File: src/rtl/comp_pkg.sv
// Shared types for the serial magnitude comparator: FSM states and the
// one-hot {c, agb, alb} result encoding.
package comp_pkg;

  typedef enum logic [1:0] {
    IDLE,
    SCAN,
    DONE
  } state_t;

  typedef logic [2:0] result_t;

  localparam result_t EQ   = 3'b100;
  localparam result_t GT   = 3'b010;
  localparam result_t LT   = 3'b001;
  localparam result_t NONE = 3'b000;

  // Collapse the bit cell flags into the registered result word.
  function automatic result_t encode(input logic eq, input logic gt, input logic lt);
    if (eq)      return EQ;
    else if (gt) return GT;
    else if (lt) return LT;
    else         return NONE;
  endfunction

endpackage

File: src/rtl/comp_bit_cell.sv
// Single bit-pair comparison; the MSB of a signed operand carries negative
// weight, so its sense is inverted there.
module comp_bit_cell (
  input  logic a_bit,
  input  logic b_bit,
  input  logic is_msb,
  input  logic signed_mode,
  output logic eq,
  output logic gt,
  output logic lt
);

  logic flip;

  assign flip = signed_mode & is_msb;
  assign eq   = (a_bit == b_bit);
  assign gt   = !eq && (a_bit ^ flip);
  assign lt   = !eq && !(a_bit ^ flip);

endmodule

File: src/rtl/comp_nbit_serial.sv
// Serial comparator: scans latched operands MSB first, one bit per cycle,
// and stops at the first differing bit.
module comp_nbit_serial
  import comp_pkg::*;
#(
  parameter int WIDTH = 8
) (
  input  logic             clk,
  input  logic             rst_n,
  input  logic             start,
  input  logic             signed_mode,
  input  logic [WIDTH-1:0] a,
  input  logic [WIDTH-1:0] b,
  output logic             busy,
  output logic             done,
  output logic             c,
  output logic             agb,
  output logic             alb
);

  localparam int IW = $clog2(WIDTH);
  localparam logic [IW-1:0] MSB_IDX = IW'(WIDTH - 1);

  state_t          state_q, state_d;
  logic [WIDTH-1:0] a_q, b_q;
  logic            sm_q;
  logic [IW-1:0]   idx_q;
  result_t         res_q;
  logic            load, finish;
  logic            cell_eq, cell_gt, cell_lt;

  comp_bit_cell u_cell (
    .a_bit       (a_q[idx_q]),
    .b_bit       (b_q[idx_q]),
    .is_msb      (idx_q == MSB_IDX),
    .signed_mode (sm_q),
    .eq          (cell_eq),
    .gt          (cell_gt),
    .lt          (cell_lt)
  );

  always_ff @(posedge clk) begin
    if (!rst_n) state_q <= IDLE;
    else        state_q <= state_d;
  end

  always_comb begin
    state_d = state_q;
    load    = 1'b0;
    finish  = 1'b0;
    case (state_q)
      IDLE: begin
        if (start) begin
          state_d = SCAN;
          load    = 1'b1;
        end
      end
      SCAN: begin
        // Early exit: a difference decides immediately, lower bits are never visited.
        if (!cell_eq || idx_q == '0) begin
          state_d = DONE;
          finish  = 1'b1;
        end
      end
      DONE: begin
        if (start) begin
          state_d = SCAN;
          load    = 1'b1;
        end else begin
          state_d = IDLE;
        end
      end
      default: state_d = IDLE;
    endcase
    busy = (state_q == SCAN);
    done = (state_q == DONE);
  end

  always_ff @(posedge clk) begin
    if (!rst_n) begin
      a_q   <= '0;
      b_q   <= '0;
      sm_q  <= 1'b0;
      idx_q <= '0;
      res_q <= NONE;
    end else begin
      if (load) begin
        a_q   <= a;
        b_q   <= b;
        sm_q  <= signed_mode;
        idx_q <= MSB_IDX;
      end else if (state_q == SCAN && !finish) begin
        idx_q <= idx_q - 1'b1;
      end
      if (finish) res_q <= encode(cell_eq, cell_gt, cell_lt);
    end
  end

  assign c   = res_q[2];
  assign agb = res_q[1];
  assign alb = res_q[0];

endmodule

File: config.mk
export PLATFORM = sky130hd
export DESIGN_NAME = comp_nbit_serial
export DESIGN_NICKNAME = d
export VERILOG_FILES = /design/src/rtl/comp_pkg.sv /design/src/rtl/comp_bit_cell.sv /design/src/rtl/comp_nbit_serial.sv
export SDC_FILE = /design/constraint.sdc
export NUM_CORES = 1
export LEC_CHECK = 0
export ABC_AREA = 1
export CAP_MARGIN = 15
export CORE_ASPECT_RATIO = 0.9
export CORE_UTILIZATION = 49
export DETAILED_ROUTE_END_ITERATION = 8
export MAX_ROUTING_LAYER = met4
export PLACE_DENSITY = 0.77
export SLEW_MARGIN = 15
export SYNTH_ARGS = -nofsm -noshare
export SYNTH_HDL_FRONTEND = slang
export SYNTH_SLANG_ARGS = --single-unit
File: constraint.sdc
create_clock -name clk -period 1.71 [get_ports clk]
set_input_delay 0.2565 -clock clk [delete_from_list [all_inputs] [get_ports clk]]
set_output_delay 0.2565 -clock clk [all_outputs]
set_load 0.02 [all_outputs]
Word level (Yosys, flattened, before mapping)
Cells that the tools add are included.
Widths: inputs -> output; s select.
Storage, ports and cells
  bits of input ports: 20
  output and inout port bits: 5
  word-level logic and storage cells: 45
  flip-flop bits (word level): 25
Cells by class
  equality and inequality tests: 6
  reductions and logical operators: 12
  add/sub/neg operators: 1
  bitwise gates (word level): 2
  magnitude comparators: 1
  muxes and demuxes: 17
Operators by type and width (count)
  $mux 3: 3
  $mux 1: 8
  $bmux 1 s3: 2
  $mux 2: 3
  $pmux 2 s3: 1
  $lt 3x4->1 const B: 1
  $eq 3x3->1 const B: 1
  $logic_and 1x1->1: 3
  $logic_not 1->1: 3
  $logic_not 3->1: 1
  $sub 3x1->3 const B: 1
  $eq 2x1->1 const B: 1
  $eq 2x2->1 const B: 1
  $logic_not 2->1: 1
  $ne 2x1->1 const B: 1
  $ne 2x2->1 const B: 1
  $reduce_and 2->1: 1
  $reduce_bool 2->1: 1
  $reduce_or 2->1: 1
  $and 1x1->1: 1
  $eq 1x1->1: 1
  $logic_or 1x1->1: 1
  $xor 1x1->1: 1

Longest topological paths before layout
  word-level depth: 11
  depth in mapped cells: 14
  depth with buffers taken out: 13

Cells and area by module
A second synthesis with hierarchy kept.
Second synthesis, totals
  cell total of the unflattened synthesis: 175
  area total of the unflattened synthesis: 1232.4 µm²
Modules (own cells, without submodules)
  comp_nbit_serial: cells an instance 164, area each 1177.4 µm², times used 1, seq. area each 500.5 µm²
  comp_bit_cell: cells an instance 11, area each 55.1 µm², times used 1, seq. area each 0.0 µm²

Worst setup path before layout
No wires, ideal clock.
  path kind: reg-to-reg
  from: register state_q[0]
  to: register idx_q[0]
  period minus slack after synthesis: 1406 ps
  data required time: 1600 ps
  slack: 304 ps
  library setup time: 110 ps
  data arrival time: 1296 ps
  stages on the path, launching flop included: 8
  buffers on the path: 0
  path through: dfxtp_1 inv_1 nor2_1 nand3_2 nand2_1 nand3_1 nand2_1 inv_1
Between the ends
  cells in the longest elaborated chain, start to end: 5
  elaborated cells between the ends (all ways): 10
  classes of those cells: 2 x eq/ne; 3 x mux; 5 x reduce/logical
RTL lines
  start: declaration: line comp_nbit_serial.sv:24  | state_t state_q, state_d;
  start signal: assignment: line comp_nbit_serial.sv:44  | else state_q <= state_d;
  $eq 2x1->1 *
  via busy: line comp_nbit_serial.sv:14  | output logic busy,
  $mux 1: line comp_nbit_serial.sv:51  | case (state_q)
  $logic_not 1->1: line comp_nbit_serial.sv:92  | end else if (state_q == SCAN && !finish) begin
  $logic_and 1x1->1 *: line comp_nbit_serial.sv:92
  $reduce_bool 2->1 (no line) *
  end signal: assignment: line comp_nbit_serial.sv:93  | idx_q <= idx_q - 1'b1;
  end: declaration: line comp_nbit_serial.sv:27  | logic [IW-1:0] idx_q;
Mark *: on every way through the listed nets, which the timed path passes. The rest lies on a longest branch.
A chain may end at the register's enable or synchronous reset.

Worst setup path after layout
  from: register res_q[1]
  to: output agb
RTL lines
  start: declaration: line comp_nbit_serial.sv:28  | result_t res_q;
  start signal: assignment: line comp_nbit_serial.sv:95  | if (finish) res_q <= encode(cell_eq, cell_gt, cell_lt);
  end: declaration: line comp_nbit_serial.sv:17  | output logic agb,
No word-level cell between the ends.

==> flow_metrics.py <==
metrics = {
    "critical_path": {
        "worstSetupPathType": "reg -> out",
        "crit_arrival_ns": 1.30,
        "required_ns": 1.45,
        "crit_path_end": "agb",
        "critPathLaunchType": "flip-flop",
        "worstSetupEndpointType": "output pin",
        "r2r-start": "idx_q[0]",
        "critPathLaunch": "res_q[1]",
        "cp_top_family": "buffers and inverters",
        "slowest_delay_ns": 0.62,
        "path_depth": 1,
        "critPathMaxFanout": 2,
        "critPathBufInv": 1,
        "r2r-end": "res_q[1]",
        "critPathSlowestCell": "clkdlybuf4s50_1",
        "r2r.worst_path.cells": 9,
        "path_cells": "clkdlybuf4s50_1",
        "rrSetupSlack_ns": 0.20,
    },
    "cts": {
        "clock-sinks": 25,
        "cts_buffers": 3,
        "cts_tree": "built",
        "cts_root_buf": "clkbuf_4",
        "clk_latency_ns": 0.32,
        "cts_max_level": 1,
        "clk_pin_slew_ns": 0.13,
        "clock_path_buffers": 2,
        "ctsHoldBuffers": 0,
    },
    "power_and_ir_drop": {
        "p_leak_nw": 0.698,
        "ir_drop_mv": 0.827,
        "power.density_nw_per_um2": 880,
    },
    "synthesis": {
        "synth_nets": 196,
        "ys_seq_elements": 25,
        "yosysTopAreaCell": "dfxtp_1",
        "synth_edf_count": 0,
        "synth_cell_types": 20,
        "yosysMostFrequentCell": "nand2_1",
        "synth_ff_type": "dfxtp_1",
        "synth_common_cells": "nand2_1 (38), dfxtp_1 (25), inv_1 (23)",
        "ys_warn_count": 0,
        "yosys.area.top_type_share": 0.415,
        "ys_async_sr_fraction": 0,
        "synthTopCellsByArea": "dfxtp_1 (42%), nand2_1 (12%), a21oi_1 (8.7%)",
        "synthCells": 173,
        "yosysSeqAreaShare": 0.415,
        "netlist_area_sq_um": 1200,
        "synth.avg_cell_area_sq_um": 6.96,
    },
    "grt": {
        "grt_overflow": 0,
        "antenna_found_initial": 0,
        "grt_pass1_vias": 1027,
        "track_usage": 0.220,
        "grt_start_max_net_pins": 33,
        "grt_first_pass_wirelength_microns": 4250,
    },
    "routing": {
        "vias_per_cell": 4.99,
        "drt_iter0_markers": 19,
        "wl_microns": 2500,
        "dr.pass1.iters": 4,
        "num_vias": 1117,
        "remaining_drc_errors": 0,
        "ant_nets": 0,
        "wl_per_cell_microns": 11.2,
    },
    "timing": {
        "final.setup.tns_ns": 0,
        "post-route-period-util": 0.910,
        "setup_viol_count_final": 0,
        "slew_headroom": 0.813,
        "hold_violations": 0,
        "max_freq_mhz": 643,
        "rsz0062_at_grt": "false",
        "worstMarginPinSlew_ns": 0.280,
        "maxSlewViolCount": 0,
        "skew_ns": 0.00260,
        "finalCriticalPeriod_ns": 1.56,
    },
    "die": {
        "fp.dieArea_sq_um": 2660,
        "io-pin-count": 25,
        "die_w_microns": 54.3,
        "start_util": 0.537,
        "rows": 16,
        "core-area_sq_um": 2240,
        "die_h_microns": 49.0,
    },
    "job": {
        "drv_cap": 0,
    },
    "place": {
        "place.gp.congestion": 0.857,
        "dp.cells": 220,
        "port_buffers": 24,
        "dp_hpwl_microns": 1870,
    },
    "finish": {
        "area_growth_pct": 24.8,
        "layout.nets": 221,
        "final_core_util": 0.671,
        "nFillCells": 215,
        "drive_gt1_frac": 0.0964,
        "final_cells": 224,
        "antenna_cells": 0,
    },
    "outcome": {
        "status": "finished, final reports clean",
    },
    "hold_path": {
        "hold_class": "reg -> reg",
    },
}
[per-layer routing]
| metal | share of wire | routed length (microns) | up-vias | GRT usage |
|---|---|---|---|---|
| met5 | 0 | 0 | - | - |
| met4 | 0.0048 | 12 | 0 | 0.0256 |
| met3 | 0.050 | 124 | 2 | 0.0654 |
| met2 | 0.46 | 1150 | 30 | 0.354 |
| met1 | 0.49 | 1220 | 483 | 0.277 |
| li1 | - | - | 602 | - |
[logic make-up after synthesis]
logic type | synth area share
buffers and inverters | 0.114
AND/OR/NAND/NOR | 0.267
adder cells (fa/ha/maj) | 0.0312
flip-flops | 0.415
AO/OA/AOI/OAI | 0.158
XOR/XNOR | 0.0145
[state kept, by name, summed over array words and instances, names as in the netlist]
| name | count |
|---|---|
| idx_q | 3 |
| res_q | 3 |
| a_q | 8 |
| state_q | 2 |
| sm_q | 1 |
| b_q | 8 |
[how the worst min path moves through the flow]
| stage | startpoint | endpoint | slack (ns) | depth (start not counted) |
|---|---|---|---|---|
| 2_1_floorplan | signed_mode | sm_q | 0.42 | 2 |
| 3_3_place_gp | res_q[2] | res_q[2] | 0.43 | 2 |
| 3_5_place_dp | res_q[2] | res_q[2] | 0.44 | 2 |
| 4_1_cts | res_q[2] | res_q[2] | 0.46 | 2 |
| 5_1_grt | a_q[3] | a_q[3] | 0.50 | 2 |
| 6_report | res_q[2] | res_q[2] | 0.46 | 2 |
[through the flow]
| step | worst slack [ns] | total power [mW] | cell area (sq um) | hold WS (ns) |
|---|---|---|---|---|
| final | 0.154 | 1.32 | 1500 | 0.456 |
| after global routing | 0.0575 | 1.42 | 1500 | 0.500 |
| after CTS | 0.0549 | 1.34 | 1500 | 0.461 |
| after detailed placement | 0.0309 | 1.07 | 1470 | 0.444 |
| after global placement | 0.0821 | 1.06 | 1470 | 0.435 |
| after floorplan | 0.304 | 0.948 | 1200 | 0.423 |
[cell type report]
type	instances	area, sq um	share of cell area
clock buffer	3	22.5	0.0150
timing repair buffer	28	272	0.181
inverter	25	98.8	0.0657
clock inverter	1	5.00	0.00333
multi-input combinational	115	567	0.377
sequential	25	505	0.336
tap	27	33.8	0.0225
[placed cells by master (no fill, tap or decap), types with 2 or more instances in the layout]
cell,n
a21oi_1,21
buf_4,4
clkbuf_4,3
clkdlybuf4s50_1,22
dfxtp_1,23
ha_1,3
inv_1,23
nand2_1,38
nand2_2,6
nand3_1,17
nand4_1,2
nor2_1,6
o21ai_0,17
[timing repair]
| action | in CTS | in global routing |
|---|---|---|
| endpoints found under the setup margin | 2 | 5 |
| pin swaps | 0 | 0 |
| setup buffers | 0 | 0 |
| resized for setup | 2 | 3 |
[power by group]
| group | leakage, nW | internal, mW | total [mW] | switching (mW) |
|---|---|---|---|---|
| sequential | 0.208 | 0.638 | 0.674 | 0.0362 |
| combinational | 0.472 | 0.165 | 0.386 | 0.222 |
| clock | 0.0177 | 0.0876 | 0.263 | 0.175 |
| total | 0.698 | 0.890 | 1.32 | 0.433 |
Note: power is estimated with default switching activity, not from simulation.
